===== src/rtl/regfile_wb_queue.sv =====
// Write-back queue feeding a register file: buffers (addr, data) writes,
// drains them in order, and reports whether an address has a write pending.
//
// Ports:
//   clk, rst_n           clock, synchronous active-low reset
//   in_valid/in_ready    upstream write request handshake
//   in_addr, in_data     request target register and data
//   rf_wren/waddr/wdata  registered write port to the register file
//   drain_en             allows the head entry to be popped this cycle
//   chk_addr/chk_pending probe for queued or in-flight writes to an address
//   occupancy            registered entry count
//
// Compile-time option: WBQ_COALESCE_EN merges a request into the tail entry
// when it targets the same register (data overwrite, no new entry).
module regfile_wb_queue #(
    parameter int Dwidth = 8,
    parameter int Awidth = 2,
    parameter int Depth  = 4
) (
    input  logic                     clk,
    input  logic                     rst_n,
    input  logic                     in_valid,
    output logic                     in_ready,
    input  logic [Awidth-1:0]        in_addr,
    input  logic [Dwidth-1:0]        in_data,
    output logic                     rf_wren,
    output logic [Awidth-1:0]        rf_waddr,
    output logic [Dwidth-1:0]        rf_wdata,
    input  logic                     drain_en,
    input  logic [Awidth-1:0]        chk_addr,
    output logic                     chk_pending,
    output logic [$clog2(Depth):0]   occupancy
);

    localparam int PW = $clog2(Depth);
    localparam int CW = PW + 1;

    logic [Awidth-1:0] addr_q [Depth];
    logic [Dwidth-1:0] data_q [Depth];
    logic [PW-1:0]     wr_ptr;
    logic [PW-1:0]     rd_ptr;
    logic              full;
    logic              nonempty;
    logic              pop;
    logic              push;
    logic              coal;
    logic [PW-1:0]     off;

    assign full     = (occupancy == CW'(Depth));
    assign nonempty = (occupancy != '0);
    assign pop      = rst_n && drain_en && nonempty;

`ifdef WBQ_COALESCE_EN
    logic [PW-1:0] tail_idx;
    assign tail_idx = wr_ptr - PW'(1);
    // A lone entry being popped this edge cannot absorb new data.
    assign coal = rst_n && in_valid && nonempty
                  && (addr_q[tail_idx] == in_addr)
                  && !(pop && occupancy == CW'(1));
`else
    assign coal = 1'b0;
`endif

    assign in_ready = rst_n && (!full || coal);
    assign push     = in_valid && in_ready && !coal;

    // Storage carries no reset; occupancy alone defines which entries live.
    always_ff @(posedge clk) begin
        if (push) begin
            addr_q[wr_ptr] <= in_addr;
            data_q[wr_ptr] <= in_data;
        end
`ifdef WBQ_COALESCE_EN
        else if (coal) begin
            data_q[tail_idx] <= in_data;
        end
`endif
    end

    always_ff @(posedge clk) begin
        if (!rst_n) begin
            wr_ptr    <= '0;
            rd_ptr    <= '0;
            occupancy <= '0;
            rf_wren   <= 1'b0;
            rf_waddr  <= '0;
            rf_wdata  <= '0;
        end else begin
            if (push) wr_ptr <= wr_ptr + PW'(1);
            if (pop)  rd_ptr <= rd_ptr + PW'(1);
            occupancy <= occupancy + CW'(push) - CW'(pop);
            rf_wren   <= pop;
            if (pop) begin
                rf_waddr <= addr_q[rd_ptr];
                rf_wdata <= data_q[rd_ptr];
            end
        end
    end

    // An entry is live when its distance from the head is below occupancy.
    always_comb begin
        off         = '0;
        chk_pending = rf_wren && (rf_waddr == chk_addr);
        for (int i = 0; i < Depth; i++) begin
            off = PW'(i) - rd_ptr;
            if (({1'b0, off} < occupancy) && (addr_q[i] == chk_addr))
                chk_pending = 1'b1;
        end
    end

endmodule


===== config.mk =====
export PLATFORM = sky130hd
export DESIGN_NAME = regfile_wb_queue
export DESIGN_NICKNAME = d
export VERILOG_FILES = /design/src/rtl/regfile_wb_queue.sv
export SDC_FILE = /design/constraint.sdc
export NUM_CORES = 1
export LEC_CHECK = 0
export ABC_AREA = 1
export BUFFER_PORTS_ARGS = -buffer_cell sky130_fd_sc_hd__buf_2
export CAP_MARGIN = 20
export CORE_MARGIN = 10
export CORE_UTILIZATION = 50
export CTS_CLUSTER_SIZE = 10
export DETAILED_ROUTE_END_ITERATION = 10
export GPL_TIMING_DRIVEN = 0
export PLACE_DENSITY = 0.7
export SETUP_SLACK_MARGIN = 0.3
export SYNTH_ARGS = -nofsm -noshare
export SYNTH_HDL_FRONTEND = slang
export SYNTH_SLANG_ARGS = --single-unit

===== constraint.sdc =====
create_clock -name clk -period 5.7 [get_ports clk]
set_input_delay 0.285 -clock clk [delete_from_list [all_inputs] [get_ports clk]]
set_output_delay 0.285 -clock clk [all_outputs]
set_load 0.01 [all_outputs]

==> impl_metrics.env, run 1 <==
export IMPL_fin_crit_ns=2.32
export IMPL_rsz0062_at_grt="false"
export IMPL_cts_sinks=58
export IMPL_max_cap_violations=0
export IMPL_grt_overflow_total=0
export IMPL_grt_max_degree=11
export IMPL_core_area_um2=5140
export IMPL_ys_warn_count=0
export IMPL_remaining_drc_errors=0
export IMPL_cts_tree="done"
export IMPL_drv_slew=0
export IMPL_vias=1885
export IMPL_wl_per_cell_um=14.8
export IMPL_post_cts_repair_setup_buffers=0
export IMPL_ant_nets=0
export IMPL_drt_initial_drc_count=105
export IMPL_tns_ns=0
export IMPL_placementRows=26
export IMPL_grt_pass1_wl_um=9400
export IMPL_dp_cells=365
export IMPL_dp_hpwl_um=3810
export IMPL_worstRegToRegCells=11
export IMPL_r2r_start="occupancy[1]"
export IMPL_hold_path_end="data_q[1][1]"
export IMPL_power_density_nw_per_um2=460
export IMPL_insertion_delay_ns=0.33
export IMPL_antenna_found_initial=0
export IMPL_p_total_mw=1.44
export IMPL_htreeDepth=3
export IMPL_hold_slack_ns=0.165
export IMPL_critPathMaxFanout=8
export IMPL_critical_path_endpoint_type="register"
export IMPL_ios=32
export IMPL_reg2reg_slack_ns=3.38
export IMPL_die_h_um=93.1
export IMPL_dieWidth_um=93.1
export IMPL_yosys_cell_types_count=25
export IMPL_synth_area_um2=2670
export IMPL_r2r_end="occupancy[2]"
export IMPL_worstMarginPinSlew_ns=1.02
export IMPL_min_path_cells=1
export IMPL_cts_buffers=9
export IMPL_syn_inst=266
export IMPL_hold_violations=0
export IMPL_seqCellArea_um2=1560
export IMPL_syn_area_per_cell_um2=10.0
export IMPL_synthesis_nets=293
export IMPL_grt_pass1_vias=1933
export IMPL_fin_cells=381
export IMPL_clockRootBuffer="clkbuf_8"
export IMPL_min_from="in_data[1]"
export IMPL_wl_um=5630
export IMPL_place_congestion=0.847
export IMPL_drive_gt1_frac=0.212
export IMPL_cts_hold_buf=0
export IMPL_period_share=0.406
export IMPL_slew_limit_headroom=0.319
export IMPL_io_buffers=29
export IMPL_clock_skew_ns=0.0102
export IMPL_setup_violations_final=0
export IMPL_start_kind="register"
export IMPL_cts_max_path_buffers=2
export IMPL_track_usage=0.141
export IMPL_path_class="reg -> reg"
export IMPL_synth_ff_latch_count=58
export IMPL_worstHoldPathType="in -> reg"
export IMPL_area_growth_pct=17.4
export IMPL_drtPass1Iterations=4
export IMPL_start_util=0.519
export IMPL_ir_drop_mv=0.281
export IMPL_fmax_ghz=0.432
export IMPL_antenna_cells=0
export IMPL_post_cts_resized=0
export IMPL_dieArea_um2=8660
export IMPL_yosysSeqAreaShare=0.585
export IMPL_fin_nets=333
export IMPL_cp_required_ns=5.92
export IMPL_fill_cells=463
export IMPL_multi_input_area_um2=908
export IMPL_vias_per_cell=4.95
export IMPL_worstPathArrival_ns=2.54
export IMPL_clk_pin_slew_ns=0.07
export IMPL_leakage_nw=1.34
export IMPL_status="complete, no violations"
[synth_stat cells]
master	count	area, um2
a21oi_1	8	40.0
a21oi_2	6	52.6
a31oi_1	1	6.26
and2_1	1	6.26
buf_2	9	45.0
buf_4	1	7.51
buf_6	1	11.3
dfxtp_1	18	360
edfxtp_1	40	1200
fa_1	1	20.0
ha_1	10	125
inv_1	34	128
inv_2	2	7.51
nand2_1	52	195
nand2_4	1	11.3
nand3_1	32	160
nand3_2	2	20.0
nand4_1	9	56.3
nor2_1	17	63.8
nor2_2	1	6.26
nor3b_1	1	7.51
o21a_1	8	60.1
o21ai_0	5	25.0
xnor2_1	3	26.3
xor2_1	3	26.3
[per-stage QoR]
step                setup WS (ns)   util  instance area [um2]
floorplan                    3.57      -                 2670
global placement             3.45  0.565                 2900
detailed placement           3.39  0.565                 2900
CTS                          3.38  0.610                 3130
global route                 3.21  0.610                 3130
finish                       3.38  0.610                 3130
[cell usage in the layout (no fill, tap or decap)]
cell,instances
nor2_1,17
and2_1,1
buf_2,38
inv_1,34
nand2_1,52
buf_6,1
inv_2,2
bufinv_16,3
a21oi_2,6
clkinv_1,2
xnor2_1,3
dfxtp_1,18
nand3_1,32
ha_1,10
edfxtp_1,40
nor2_2,1
nor3b_1,1
buf_4,1
nand2_4,1
o21a_1,8
clkbuf_8,9
fa_1,1
xor2_1,3
nand3_2,2
a31oi_1,1
a21oi_1,8
clkinv_2,2
o21ai_0,5
nand4_1,9
[cell type report]
| type | instances | area share |
|---|---|---|
| Multi-Input combinational cell | 161 | 0.290 |
| Clock inverter | 7 | 0.0343 |
| Inverter | 36 | 0.0431 |
| Buffer | 11 | 0.0204 |
| Sequential cell | 58 | 0.498 |
| Tap cell | 70 | 0.0280 |
| Timing Repair Buffer | 29 | 0.0463 |
| Clock buffer | 9 | 0.0395 |
[worst max-delay path by stage]
| stage | startpoint | to | slack [ns] | cells after the start |
|---|---|---|---|---|
| finish | occupancy[1] | occupancy[2] | 3.38 | 11 |
| global route | rd_ptr[1] | chk_pending | 3.21 | 12 |
| CTS | occupancy[1] | occupancy[2] | 3.38 | 11 |
| detailed placement | occupancy[1] | occupancy[2] | 3.39 | 11 |
| global placement | occupancy[1] | occupancy[2] | 3.45 | 11 |
| floorplan | occupancy[1] | occupancy[2] | 3.57 | 11 |
[layer usage]
layer | vias up | GRT usage | wire length (um)
met5 | - | 0 | 0
met4 | 0 | 0.0835 | 40
met3 | 4 | 0.0320 | 328
met2 | 45 | 0.231 | 2700
met1 | 864 | 0.164 | 2560
li1 | 972 | - | -
[power breakdown]
part,internal [mW],total (mW),leakage [nW],switching [mW]
logic,0.176,0.459,0.708,0.283
registers,0.506,0.541,0.511,0.0359
clock network,0.286,0.440,0.118,0.155
[sequential cells by signal (all words and copies together), names as in the netlist]
name       count
wr_ptr         2
occupancy      3
rd_ptr         2
rf_waddr       2
addr_q         8
rf_wren        1
data_q        32
rf_wdata       8
[critical path, stage by stage, from the launching register on]
cell     delay [ns]
dfxtp_1        0.33
inv_1          0.26
nand3_2        0.15
nand2_4        0.13
nor2_2         0.07
ha_1           0.27
inv_1          0.04
ha_1           0.19
fa_1           0.39
xor2_1         0.18
o21ai_0        0.15
a21oi_1        0.05
[cells by family (layout without fill, tap and decap cells)]
group,after synthesis,after routing,synth area share
buf+inv,47,92,0.0745
flops,58,58,0.585
simple gates,116,116,0.197
xor+xnor,6,6,0.0197
fa+ha+maj,11,11,0.0544
compound gates,28,28,0.0689
Note: power is estimated with default switching activity, not from simulation.
==> run 2: changes to the inputs <==
PLACE_DENSITY = 0.73   (was 0.7)
clock period = 1.9 ns   (was 5.7 ns; I/O delays follow)
==> impl_metrics.env, run 2 (synthesized netlist as in run 1, its figures left out) <==
export IMPL_remaining_drc_errors=0
export IMPL_place_congestion=0.830
export IMPL_place_ws_ns=-0.119
export IMPL_grt_max_degree=11
export IMPL_tns_ns=0
export IMPL_grt_pass1_wl_um=10700
export IMPL_dieWidth_um=93.1
export IMPL_ir_drop_mv=0.771
export IMPL_power_density_nw_per_um2=1290
export IMPL_post_route_util=0.688
export IMPL_fin_cells=410
export IMPL_fmax_ghz=0.537
export IMPL_worstMarginPinSlew_ns=0.368
export IMPL_cp_slowest_cell="dfxtp_4"
export IMPL_cp_slowest_stage_delay_ns=0.38
export IMPL_htreeDepth=3
export IMPL_crit_top_cell="ha_4"
export IMPL_cts_max_path_buffers=2
export IMPL_largest_register="data_q"
export IMPL_hold_slack_ns=0.0241
export IMPL_fill_cells=380
export IMPL_critical_path_endpoint_type="register"
export IMPL_insertion_delay_ns=0.34
export IMPL_layout_common_cells="nand2_1 (49), edfxtp_1 (40), buf_2 (36), nand3_1 (31), inv_1 (28)"
export IMPL_drv_slew=0
export IMPL_die_h_um=93.1
export IMPL_ios=32
export IMPL_cts_tree="done"
export IMPL_stdcell_area_um2=3540
export IMPL_period_share=0.981
export IMPL_status="complete, no violations"
export IMPL_clk_pin_slew_ns=0.07
export IMPL_ant_nets=0
export IMPL_dieArea_um2=8660
export IMPL_leakage_nw=1.47
export IMPL_fin_nets=362
export IMPL_setup_ws_ns=0.0370
export IMPL_reg_top3="data_q: 32 flops, addr_q: 8 flops, rf_wdata: 8 flops"
export IMPL_wl_um=6440
export IMPL_cp_required_ns=2.13
export IMPL_core_area_um2=5140
export IMPL_grt_pass1_vias=2123
export IMPL_fin_crit_ns=1.86
export IMPL_clock_skew_ns=0.00884
export IMPL_start_util=0.519
export IMPL_drt_initial_drc_count=183
export IMPL_io_buffers=29
export IMPL_rsz0062_at_grt="true"
export IMPL_worstPathArrival_ns=2.10
export IMPL_cts_sinks=58
export IMPL_setup_violations_final=0
export IMPL_crit_buf_inv=2
export IMPL_drive_gt1_frac=0.326
export IMPL_track_usage=0.159
export IMPL_place_area_um2=2950
export IMPL_final_common_cell="nand2_1"
export IMPL_path_class="reg -> reg"
export IMPL_area_growth_pct=32.5
export IMPL_slew_limit_headroom=0.754
export IMPL_worstHoldPathType="in -> reg"
export IMPL_worstPathCellList="clkinv_4, nand3_4, nand2_4, nor2_4, ha_4, inv_2, ha_4, fa_2, xor2_2, o21ai_1, a21oi_1"
export IMPL_placementRows=26
export IMPL_critPathMaxFanout=4
export IMPL_cts_buffers=9
export IMPL_start_kind="register"
export IMPL_cp_top_family="adder cells"
export IMPL_p_total_mw=4.56
export IMPL_antenna_found_initial=0
export IMPL_hold_violations=0
export IMPL_drtPass1Iterations=4
export IMPL_max_cap_violations=0
export IMPL_grt_overflow_total=0
export IMPL_dp_cells=365
export IMPL_dp_hpwl_um=3890
export IMPL_vias=2124
export IMPL_antenna_cells=0
export IMPL_wl_per_cell_um=15.7
export IMPL_largest_register_ffs=32
export IMPL_clockRootBuffer="clkbuf_8"
export IMPL_vias_per_cell=5.18
==> run 2: cell types whose count changed in the layout (fill, tap and decap cells not counted), sizes merged <==
cell	delta
bufinv	-3
dlygate4sd3	+10
buf	+19
clkinv	+1
clkinvlp	+1
inv	-1
clkbuf	+2
==> run 2: worst min-delay path: stages <==
cell	delay (ns)
buf_2	0.11
nand3_1	0.08
nand2_1	0.05
==> run 2: metal layers <==
metal  vias up  routed length [um]  GRT usage
met5         -                   0          0
met4         0                 191      0.100
met3        17                 496     0.0504
met2        88                3160      0.258
met1       988                2590      0.177
li1       1031                   -          -
==> run 2: repair_timing <==
action                                  CTS  global route
buffers inserted                         15             4
hold buffers                             10             0
endpoints found under the hold margin    40             0
cloned                                    0             0
gates resized for setup                  28            14
endpoints found under the setup margin   43            43
pin swaps                                 6             3
==> run 2: power breakdown <==
| part | total [mW] | leakage, nW | switching [mW] | internal [mW] |
|---|---|---|---|---|
| clock network | 0.979 | 0.0867 | 0.478 | 0.501 |
| registers | 1.67 | 0.514 | 0.127 | 1.54 |
| logic | 1.91 | 0.873 | 1.05 | 0.857 |
==> run 2: path summary, 6_finish.rpt <==
check | from | endpoint | slack [ns] | depth (start not counted)
worst max-delay path | occupancy[2] | occupancy[2] | 0.04 | 11
worst min-delay path | in_valid | wr_ptr[1] | 0.02 | 3
worst max register to register | occupancy[2] | occupancy[2] | 0.04 | 11
worst min register to register | rf_wdata[6] | rf_wdata[6] | 0.53 | 2
==> run 2: final cells by class <==
cell class	count	area (um2)	area share
Clock buffer	11	141	0.0400
Buffer	11	87.6	0.0248
Inverter	36	153	0.0432
Tap cell	70	87.6	0.0248
Sequential cell	58	1580	0.447
Multi-Input combinational cell	161	1060	0.299
Clock inverter	5	30.0	0.00849
Timing Repair Buffer	58	400	0.113
==> run 3: changes to the inputs <==
CORE_UTILIZATION = 52   (was 50)
PLACE_DENSITY = 0.75   (was 0.73)
==> impl_metrics.env, run 3 (synthesized netlist as in run 1, its figures left out) <==
export IMPL_status="finished, violations left"
export IMPL_violations="setup timing"
export IMPL_track_usage=0.147
export IMPL_layout_common_cells="nand2_1 (49), edfxtp_1 (40), buf_2 (36), nand3_1 (31), inv_1 (29)"
export IMPL_cp_required_ns=2.13
export IMPL_vias=2157
export IMPL_reg2reg_slack_ns=-0.02
export IMPL_grt_pass1_wl_um=9610
export IMPL_path_class="reg -> reg"
export IMPL_cts_tree="done"
export IMPL_min_path_cells=3
export IMPL_largest_register_ffs=32
export IMPL_worstMarginPinSlew_ns=0.964
export IMPL_drt_initial_drc_count=100
export IMPL_post_route_util=0.700
export IMPL_ir_drop_mv=0.949
export IMPL_fin_cells=412
export IMPL_min_from="in_valid"
export IMPL_htreeDepth=3
export IMPL_fill_cells=340
export IMPL_power_density_nw_per_um2=1320
export IMPL_clock_skew_ns=0.0116
export IMPL_insertion_delay_ns=0.33
export IMPL_antenna_found_initial=0
export IMPL_worstRegToRegCells=11
export IMPL_placementRows=26
export IMPL_dieWidth_um=91.6
export IMPL_ant_nets=0
export IMPL_place_congestion=0.837
export IMPL_die_h_um=91.6
export IMPL_leakage_nw=1.49
export IMPL_grt_max_degree=11
export IMPL_setup_violations_final=1
export IMPL_reg_top3="data_q: 32 flops, addr_q: 8 flops, rf_wdata: 8 flops"
export IMPL_drive_gt1_frac=0.313
export IMPL_drtPass1Iterations=4
export IMPL_period_share=1.01
export IMPL_io_buffers=29
export IMPL_place_ws_ns=-0.109
export IMPL_dieArea_um2=8400
export IMPL_area_growth_pct=32.2
export IMPL_clockRootBuffer="clkbuf_8"
export IMPL_hold_violations=0
export IMPL_max_cap_violations=0
export IMPL_r2r_start="occupancy[0]"
export IMPL_hold_slack_ns=0.0610
export IMPL_core_area_um2=5040
export IMPL_grt_pass1_vias=2068
export IMPL_cts_max_path_buffers=2
export IMPL_antenna_cells=0
export IMPL_start_kind="register"
export IMPL_remaining_drc_errors=0
export IMPL_critPathMaxFanout=3
export IMPL_hold_path_end="wr_ptr[1]"
export IMPL_fin_crit_ns=1.92
export IMPL_wl_per_cell_um=16.2
export IMPL_wl_um=6680
export IMPL_slew_limit_headroom=0.355
export IMPL_dp_hpwl_um=3740
export IMPL_final_common_cell="nand2_1"
export IMPL_cts_sinks=58
export IMPL_largest_register="data_q"
export IMPL_grt_overflow_total=0
export IMPL_worstPathArrival_ns=2.15
export IMPL_p_total_mw=4.65
export IMPL_rsz0062_at_grt="true"
export IMPL_drv_slew=0
export IMPL_worstHoldPathType="in -> reg"
export IMPL_vias_per_cell=5.24
export IMPL_dp_cells=365
export IMPL_fmax_ghz=0.520
export IMPL_cts_buffers=9
export IMPL_fin_nets=364
export IMPL_r2r_end="occupancy[2]"
export IMPL_ios=32
export IMPL_setup_ws_ns=-0.0247
export IMPL_clk_pin_slew_ns=0.07
export IMPL_critical_path_endpoint_type="register"
export IMPL_start_util=0.529
-- run 3: repair_timing --
item / 4_1_cts / 5_1_grt
hold endpoints to repair: 40 / 0
gates resized for setup: 19 / 14
pin swaps: 10 / 12
hold buffers: 10 / 0
setup buffers: 12 / 9
setup endpoints to repair: 43 / 33
-- run 3: how the worst max path moves through the flow --
stage          slack (ns)  depth (start not counted)            to    startpoint
2_1_floorplan        0.01                         11  occupancy[2]  occupancy[2]
3_3_place_gp        -0.09                         11  occupancy[2]  occupancy[2]
3_5_place_dp        -0.11                         11  occupancy[2]  occupancy[2]
4_1_cts              0.03                         10  occupancy[2]  occupancy[1]
5_1_grt             -0.09                         11  occupancy[2]  occupancy[0]
6_report            -0.02                         11  occupancy[2]  occupancy[0]
-- run 3: per-stage QoR --
step	setup TNS [ns]	cell area (um2)
after floorplan	0	2710
after global placement	-0.0930	2950
after detailed placement	-0.109	2950
after CTS	0	3410
after global routing	-0.147	3530
final	-0.0247	3530
-- run 3: critical path, cell delays in order, from the launching register on --
cell and delay (ns):
dfxtp_4 0.36, inv_4 0.09, nand3_4 0.07, nand2_4 0.09, nor2_4 0.04, ha_4 0.26
inv_2 0.04, ha_4 0.15, fa_2 0.38, xor2_2 0.16, o21ai_1 0.13, a21oi_1 0.05
-- run 3: final cells by class --
class	instances	area, um2	share of cell area
plain buffers	11	80.1	0.0227
flip-flops and latches	58	1580	0.448
clock inverters	3	38.8	0.0110
multi-input cells	161	1030	0.291
inverters	36	153	0.0433
clock buffers	13	159	0.0451
well taps	70	87.6	0.0248
repair buffers	60	403	0.114
-- run 3: report_power, final --
part	switching [mW]	leakage (nW)	internal (mW)
registers	0.126	0.514	1.54
logic	1.06	0.871	0.811
clock network	0.447	0.101	0.671
total	1.63	1.49	3.02
-- run 3: layer usage --
layer | GRT usage | part of all wire | vias up
li1 | - | - | 1032
met1 | 0.159 | 0.40 | 1035
met2 | 0.255 | 0.52 | 74
met3 | 0.0399 | 0.058 | 16
met4 | 0.0770 | 0.027 | 0
met5 | 0 | 0 | -
